<file path="src/rtl/kb_pkg.sv">
`timescale 1ns/1ps
`default_nettype none
// ============================================================================
//  Module      : kb_pkg
//  Description : Shared definitions for the 4x4 keypad scanner. Holds the
//                scanner state encoding, the key-code constants that the main
//                calculator FSM also imports, and the (row,col) -> code table.
//  Revision    : 1.0  initial release
// ============================================================================
package kb_pkg;

    typedef enum logic [1:0] {
        ST_SCAN     = 2'd0,
        ST_DEBOUNCE = 2'd1,
        ST_HELD     = 2'd2
    } kb_state_t;

    // Operator and symbol keys
    localparam logic [3:0] KEY_ADD  = 4'hA;
    localparam logic [3:0] KEY_SUB  = 4'hB;
    localparam logic [3:0] KEY_MUL  = 4'hC;
    localparam logic [3:0] KEY_DIV  = 4'hD;
    localparam logic [3:0] KEY_STAR = 4'hE;
    localparam logic [3:0] KEY_HASH = 4'hF;

    // Physical layout:  r0: 1 2 3 +   r1: 4 5 6 -   r2: 7 8 9 x   r3: * 0 # /
    function automatic logic [3:0] key_map(input logic [1:0] row, input logic [1:0] col);
        logic [3:0] code;
        case ({row, col})
            4'b00_00: code = 4'h1;
            4'b00_01: code = 4'h2;
            4'b00_10: code = 4'h3;
            4'b00_11: code = KEY_ADD;
            4'b01_00: code = 4'h4;
            4'b01_01: code = 4'h5;
            4'b01_10: code = 4'h6;
            4'b01_11: code = KEY_SUB;
            4'b10_00: code = 4'h7;
            4'b10_01: code = 4'h8;
            4'b10_10: code = 4'h9;
            4'b10_11: code = KEY_MUL;
            4'b11_00: code = KEY_STAR;
            4'b11_01: code = 4'h0;
            4'b11_10: code = KEY_HASH;
            default:  code = KEY_DIV;
        endcase
        return code;
    endfunction

endpackage
`default_nettype wire

</file>
<file path="src/rtl/kb_tick_gen.sv">
`timescale 1ns/1ps
`default_nettype none
// ============================================================================
//  Module      : kb_tick_gen
//  Description : Scan prescaler. Counts 0..SCAN_DIV-1 and raises o_tick for
//                the single cycle in which the count sits at SCAN_DIV-1.
//  Ports       : clk     system clock
//                reset   synchronous active-high reset (count -> 0)
//                o_tick  one-cycle scan tick
//  Revision    : 1.0  initial release
// ============================================================================
module kb_tick_gen #(
    parameter int SCAN_DIV = 16
) (
    input  logic clk,
    input  logic reset,
    output logic o_tick
);

    localparam int c_DIV_W = (SCAN_DIV > 1) ? $clog2(SCAN_DIV) : 1;
    localparam logic [c_DIV_W-1:0] c_DIV_LAST = c_DIV_W'(SCAN_DIV - 1);

    logic [c_DIV_W-1:0] r_div_cnt;

    always_ff @(posedge clk) begin
        if (reset) begin
            r_div_cnt <= '0;
        end else if (r_div_cnt == c_DIV_LAST) begin
            r_div_cnt <= '0;
        end else begin
            r_div_cnt <= r_div_cnt + c_DIV_W'(1);
        end
    end

    assign o_tick = (r_div_cnt == c_DIV_LAST);

endmodule
`default_nettype wire

</file>
<file path="src/rtl/keypad_scan_ctrl.sv">
`timescale 1ns/1ps
`default_nettype none
// ============================================================================
//  Module      : keypad_scan_ctrl
//  Description : 4x4 keypad scanner. Drives one column low per scan tick,
//                samples synchronised rows, debounces press and release, and
//                emits one key code per physical press as a one-cycle strobe.
//  Ports       : clk         system clock
//                reset       synchronous active-high reset
//                kb_row_in   [3:0] rows, pulled up, low = key closed
//                kb_col_out  [3:0] active-low column drive, one bit low
//                key_code    [3:0] last accepted key, held until next accept
//                key_valid   one-cycle strobe, key_code newly valid
//                key_down    high while the accepted key is held
//  Revision    : 1.0  initial release
// ============================================================================
module keypad_scan_ctrl
    import kb_pkg::*;
#(
    parameter int SCAN_DIV     = 16,
    parameter int DEBOUNCE_CNT = 8
) (
    input  logic       clk,
    input  logic       reset,
    input  logic [3:0] kb_row_in,
    output logic [3:0] kb_col_out,
    output logic [3:0] key_code,
    output logic       key_valid,
    output logic       key_down
);

    localparam int c_DBC_W = $clog2(DEBOUNCE_CNT + 1);
    localparam logic [c_DBC_W-1:0] c_DBC_DONE = c_DBC_W'(DEBOUNCE_CNT);
    localparam logic [c_DBC_W-1:0] c_DBC_ONE  = c_DBC_W'(1);

    logic [3:0]         r_row_meta;
    logic [3:0]         r_row_sync;
    logic               w_tick;
    logic               w_hit;
    logic [1:0]         w_hit_row;
    logic               w_same_row;
    logic               w_rows_clear;
    logic [1:0]         w_col_next;
    logic [c_DBC_W-1:0] w_dbc_inc;

    kb_state_t          r_state;
    logic [1:0]         r_col_idx;
    logic [1:0]         r_row_idx;
    logic [3:0]         r_col_out;
    logic [3:0]         r_key_code;
    logic               r_key_valid;
    logic               r_key_down;
    logic [c_DBC_W-1:0] r_dbc;

    // Two-flop synchroniser; idle rows read as all-high.
    always_ff @(posedge clk) begin
        if (reset) begin
            r_row_meta <= 4'hF;
            r_row_sync <= 4'hF;
        end else begin
            r_row_meta <= kb_row_in;
            r_row_sync <= r_row_meta;
        end
    end

    kb_tick_gen #(
        .SCAN_DIV (SCAN_DIV)
    ) u_tick_gen (
        .clk    (clk),
        .reset  (reset),
        .o_tick (w_tick)
    );

    // A hit is exactly one low row; two or more low rows are ambiguous.
    always_comb begin
        w_hit     = 1'b1;
        w_hit_row = 2'd0;
        case (r_row_sync)
            4'b1110: w_hit_row = 2'd0;
            4'b1101: w_hit_row = 2'd1;
            4'b1011: w_hit_row = 2'd2;
            4'b0111: w_hit_row = 2'd3;
            default: w_hit     = 1'b0;
        endcase
    end

    assign w_same_row   = w_hit && (w_hit_row == r_row_idx);
    assign w_rows_clear = (r_row_sync == 4'hF);
    assign w_col_next   = r_col_idx + 2'd1;
    // r_dbc never exceeds DEBOUNCE_CNT-1 when incremented, so no wrap.
    assign w_dbc_inc    = r_dbc + c_DBC_ONE;

    always_ff @(posedge clk) begin
        if (reset) begin
            r_state     <= ST_SCAN;
            r_col_idx   <= 2'd0;
            r_row_idx   <= 2'd0;
            r_col_out   <= 4'b1110;
            r_key_code  <= 4'h0;
            r_key_valid <= 1'b0;
            r_key_down  <= 1'b0;
            r_dbc       <= '0;
        end else begin
            r_key_valid <= 1'b0;
            if (w_tick) begin
                case (r_state)
                    ST_SCAN: begin
                        if (w_hit) begin
                            // Column stays put while the press is qualified.
                            r_row_idx <= w_hit_row;
                            if (DEBOUNCE_CNT == 1) begin
                                r_key_code  <= key_map(w_hit_row, r_col_idx);
                                r_key_valid <= 1'b1;
                                r_key_down  <= 1'b1;
                                r_dbc       <= '0;
                                r_state     <= ST_HELD;
                            end else begin
                                r_dbc   <= c_DBC_ONE;
                                r_state <= ST_DEBOUNCE;
                            end
                        end else begin
                            r_col_idx <= w_col_next;
                            r_col_out <= ~(4'b0001 << w_col_next);
                        end
                    end
                    ST_DEBOUNCE: begin
                        if (w_same_row) begin
                            if (w_dbc_inc == c_DBC_DONE) begin
                                r_key_code  <= key_map(r_row_idx, r_col_idx);
                                r_key_valid <= 1'b1;
                                r_key_down  <= 1'b1;
                                r_dbc       <= '0;
                                r_state     <= ST_HELD;
                            end else begin
                                r_dbc <= w_dbc_inc;
                            end
                        end else begin
                            r_dbc     <= '0;
                            r_state   <= ST_SCAN;
                            r_col_idx <= w_col_next;
                            r_col_out <= ~(4'b0001 << w_col_next);
                        end
                    end
                    ST_HELD: begin
                        // Any low row on the held column restarts release
                        // qualification, so extra keys only delay release.
                        if (w_rows_clear) begin
                            if (w_dbc_inc == c_DBC_DONE) begin
                                r_key_down <= 1'b0;
                                r_dbc      <= '0;
                                r_state    <= ST_SCAN;
                                r_col_idx  <= w_col_next;
                                r_col_out  <= ~(4'b0001 << w_col_next);
                            end else begin
                                r_dbc <= w_dbc_inc;
                            end
                        end else begin
                            r_dbc <= '0;
                        end
                    end
                    default: begin
                        r_dbc   <= '0;
                        r_state <= ST_SCAN;
                    end
                endcase
            end
        end
    end

    assign kb_col_out = r_col_out;
    assign key_code   = r_key_code;
    assign key_valid  = r_key_valid;
    assign key_down   = r_key_down;

endmodule
`default_nettype wire

</file>
<file path="config.mk">
export PLATFORM = sky130hd
export DESIGN_NAME = keypad_scan_ctrl
export DESIGN_NICKNAME = d
export VERILOG_FILES = /design/src/rtl/kb_pkg.sv /design/src/rtl/kb_tick_gen.sv /design/src/rtl/keypad_scan_ctrl.sv
export SDC_FILE = /design/constraint.sdc
export NUM_CORES = 1
export LEC_CHECK = 0
export BUFFER_PORTS_ARGS = -buffer_cell sky130_fd_sc_hd__buf_2
export CORE_UTILIZATION = 51
export DETAILED_ROUTE_END_ITERATION = 12
export HOLD_SLACK_MARGIN = 0.08
export PLACE_DENSITY_LB_ADDON = 0.3
export SLEW_MARGIN = 0
export SYNTH_ARGS = -nofsm -noshare
export SYNTH_HDL_FRONTEND = slang
export SYNTH_SLANG_ARGS = --single-unit
</file>
<file path="constraint.sdc">
create_clock -name clk -period 1.9 [get_ports clk]
set_input_delay 0.19 -clock clk [delete_from_list [all_inputs] [get_ports clk]]
set_output_delay 0.19 -clock clk [all_outputs]
set_load 0.01 [all_outputs]
</file>
==> summary.txt <==
Clock network
  – Worst-Skew Late Latency: around 0.35 ns
  – Root buffer cell: clkbuf_4
  – CTS Buf Count: 5
  – CTS tree: built
  – Buffer depth of the longest clock path: 2
  – Clock-pin slew on the worst setup and hold paths: around 0.11 ns
  – Post-CTS setup buffer count: 0
  – Clock sink count: 32
  – H-tree levels: 2

Critical path
  – CP Capture Type: flip-flop
  – Worst reg2reg setup slack: 0.09 ns
  – CP Class: reg2reg
  – R2r worst-path depth: 5
  – Crit path launch: r_row_sync[0]
  – Crit start category: flip-flop
  – R2r startpoint: r_row_sync[0]
  – Maximum fanout along the worst path: 7
  – CP arrival: 2.04 ns
  – Required time of the critical path: 2.14 ns
  – RR Endpoint: r_col_idx[0]

Floorplan
  – Die area: 3510 sq um
  – Initial Util: between 50% and 60%
  – Num rows: 20
  – Die width: between 50 and 60 um
  – I/O pins: 16
  – Area of the core: 3080 sq um
  – Die height: just under 60 um

Pwr
  – Total design power: between 1 and 1.5 mW
  – Clock share of power: 39.9%
  – Combinational Power Share: 6.6%
  – Switching Fraction: 23.8%
  – P_sw: around 310 uW
  – VDD IR-drop max: between 0.5 and 0.6 mV
  – PwrDens: 672 nW/um^2
  – Leak: 0.734 nW
  – Pint: about 1 mW
  – Sequential Power Share: between 50% and 60%

Timing
  – Final worst slack: 0.0941 ns
  – Min Hold Slack: roughly 0.26 ns
  – Actual slew at the worst max-slew pin: between 0.4 and 0.5 ns
  – Endpoints failing setup: 0
  – Slew Limit Headroom: 69.0%
  – Setup TNS: 0 ns
  – Period utilization: 95.0%
  – Final hold viol count: 0
  – RSZ-0062 raised after global routing: false
  – Final min period: 1.81 ns
  – FMAX: 554 MHz
  – Clock skew: 0.00675 ns
  – Max-slew violation count: 0

Detailed routing
  – Post-route ant nets: 0
  – Met1 Wirelength: 1510 um
  – Drt drc: 0
  – Iteration-0 DRC Markers: just under 50
  – Avg WL per Cell: 13.7 um
  – WL met3: 154 um
  – Vias: 1400
  – Vias per cell: 5.53
  – Final wirelength: 3450 um
  – Highest Signal Layer: met4
  – DRT Pass-1 Iters: 4
  – Met2 Wirelength: 1730 um

Cells and area
  – Syn-to-layout area delta: 17.0%
  – Final cell count without fillers: between 200 and 300
  – Design area: 1960 sq um
  – Number of inserted diodes: 0
  – Share of cells above drive strength 1: 25.8%
  – Final nets: 222
  – Post-layout util: 63.6%

Placed design
  – Placed cell areas: between 1500 and 2000 sq um
  – Pre-CTS setup slack: -0.0365 ns
  – DPL Wire Length: ~2400 um
  – Placed Instances: roughly 240
  – IO buf count: 15
  – Routability cong.: 0.884

Synthesis
  – Ys flop type: dfxtp_1
  – Largest cells by area after synthesis: dfxtp_1 38%, ha_1 6.0%, mux2i_1 5.4%, or2_2 3.4%, nor2_1 3.1%
  – Synth warnings: 0
  – Register area share after synthesis: a little under two fifths
  – Mean Syn Cell Area: 9.14 sq um
  – Synth Instances: 183
  – Synth cell types: 50
  – Count leader, synth: dfxtp_1
  – Ys async rst share: 0%
  – Cell type with the largest total area after synthesis: dfxtp_1
  – Top post-synthesis cells by count: 32 x dfxtp_1, 14 x nor2_1, 12 x nand2_1
  – Share of the synthesized area in the top cell type: 38.3%
  – Synth Cell Area: 1670 sq um
  – Flop and latch count out of synthesis: 32
  – Post-Syn Nets: about 200
  – EDFF count, synth: 0

GRT
  – Largest net degree at the start of global routing: 28
  – Initial antenna violation count: 0
  – First-pass GRT wire length: 5770 um
  – GR Overflow Total: 0
  – Global Route Usage Sum: 22.4%
  – Vias in the first global route: 1370

Job
  – Max_cap viols: 0

Min path
  – Hold Path Sink: key_valid
  – Hold path depth: 2
  – HP Start: reset
  – Tightest Hold Check Type: in2reg

Outcome
  – Run status: complete, no violations
## worst max-delay path, stage by stage, from the launching register on
cell,delay (ns)
dfxtp_1,0.46
nand4b_1,0.18
o22ai_1,0.16
or2_1,0.31
o21ai_4,0.24
mux2_1,0.34
## power groups by stage
stage / Combinational [mW] / Clock [mW] / Sequential [mW]
finish: 0.0866 / 0.524 / 0.704
global route: 0.0953 / 0.558 / 0.706
detailed placement: 0.0786 / 0 / 0.717
global placement: 0.0751 / 0 / 0.716
CTS: 0.0857 / 0.532 / 0.702
floorplan: 0.0650 / 0 / 0.711
## state kept, by name, summed over array words and instances (netlist names)
name,flops
kb_col_out,4
key_code,4
r_dbc,4
r_row_meta,4
r_row_sync,4
u_tick_gen.r_div_cnt,4
r_col_idx,2
r_row_idx,2
r_state,2
key_down,1
key_valid,1
## kinds of logic after synthesis
kind of cell / after synthesis / share of synthesized area [%]
mux: 11 / 6.73
flops: 32 / 38.3
xor+xnor: 3 / 1.57
simple gates: 75 / 24.9
compound gates: 39 / 17.3
fa+ha+maj: 8 / 5.98
buf+inv: 15 / 5.23
## worst max-delay path by stage
stage                                to  slack [ns]  cells past startpoint
after global placement      key_code[1]        0.07                      6
after CTS                   key_code[1]        0.05                      6
after floorplan           kb_col_out[0]        0.20                      7
final                      r_col_idx[0]        0.09                      5
after detailed placement    key_code[1]       -0.04                      6
after global routing           r_dbc[2]        0.01                      6
## placed cells by master, fill, tap and decap left out, types with 4 or more instances in the layout
cell and instances:
dfxtp_1 30, buf_2 15, nor2_1 14, nand2_1 12, or2_2 9, mux2i_1 9, a21oi_1 8, buf_4 8
ha_1 7, inv_1 6, nand3b_1 6, nor2b_1 6, nand3_1 5, nor3_1 5, clkbuf_4 5, o21ai_0 4
dlygate4sd3_1 4
## final cells by class
cell class / instances / area (sq um)
clock inverter: 3 / 42.5
inverter: 6 / 22.5
sequential: 32 / 643
tap: 44 / 55.1
fill: 280 / 1120
timing repair buffer: 27 / 175
clock buffer: 5 / 37.5
multi-input combinational: 136 / 981
## metal layers
layer  global-route usage (%)  up-vias
met2                     38.0       23
met3                     7.64        6
li1                         -      704
met4                     8.84        0
met5                        0        -
met1                     25.8      667
## what timing repair did
| item | in CTS | in global routing |
|---|---|---|
| hold buffers | 4 | 0 |
| resized for setup | 1 | 7 |
| endpoints found under the setup margin | 2 | 12 |
| endpoints found under the hold margin | 4 | 0 |
No activity file was read; power rests on OpenSTA's default activity.
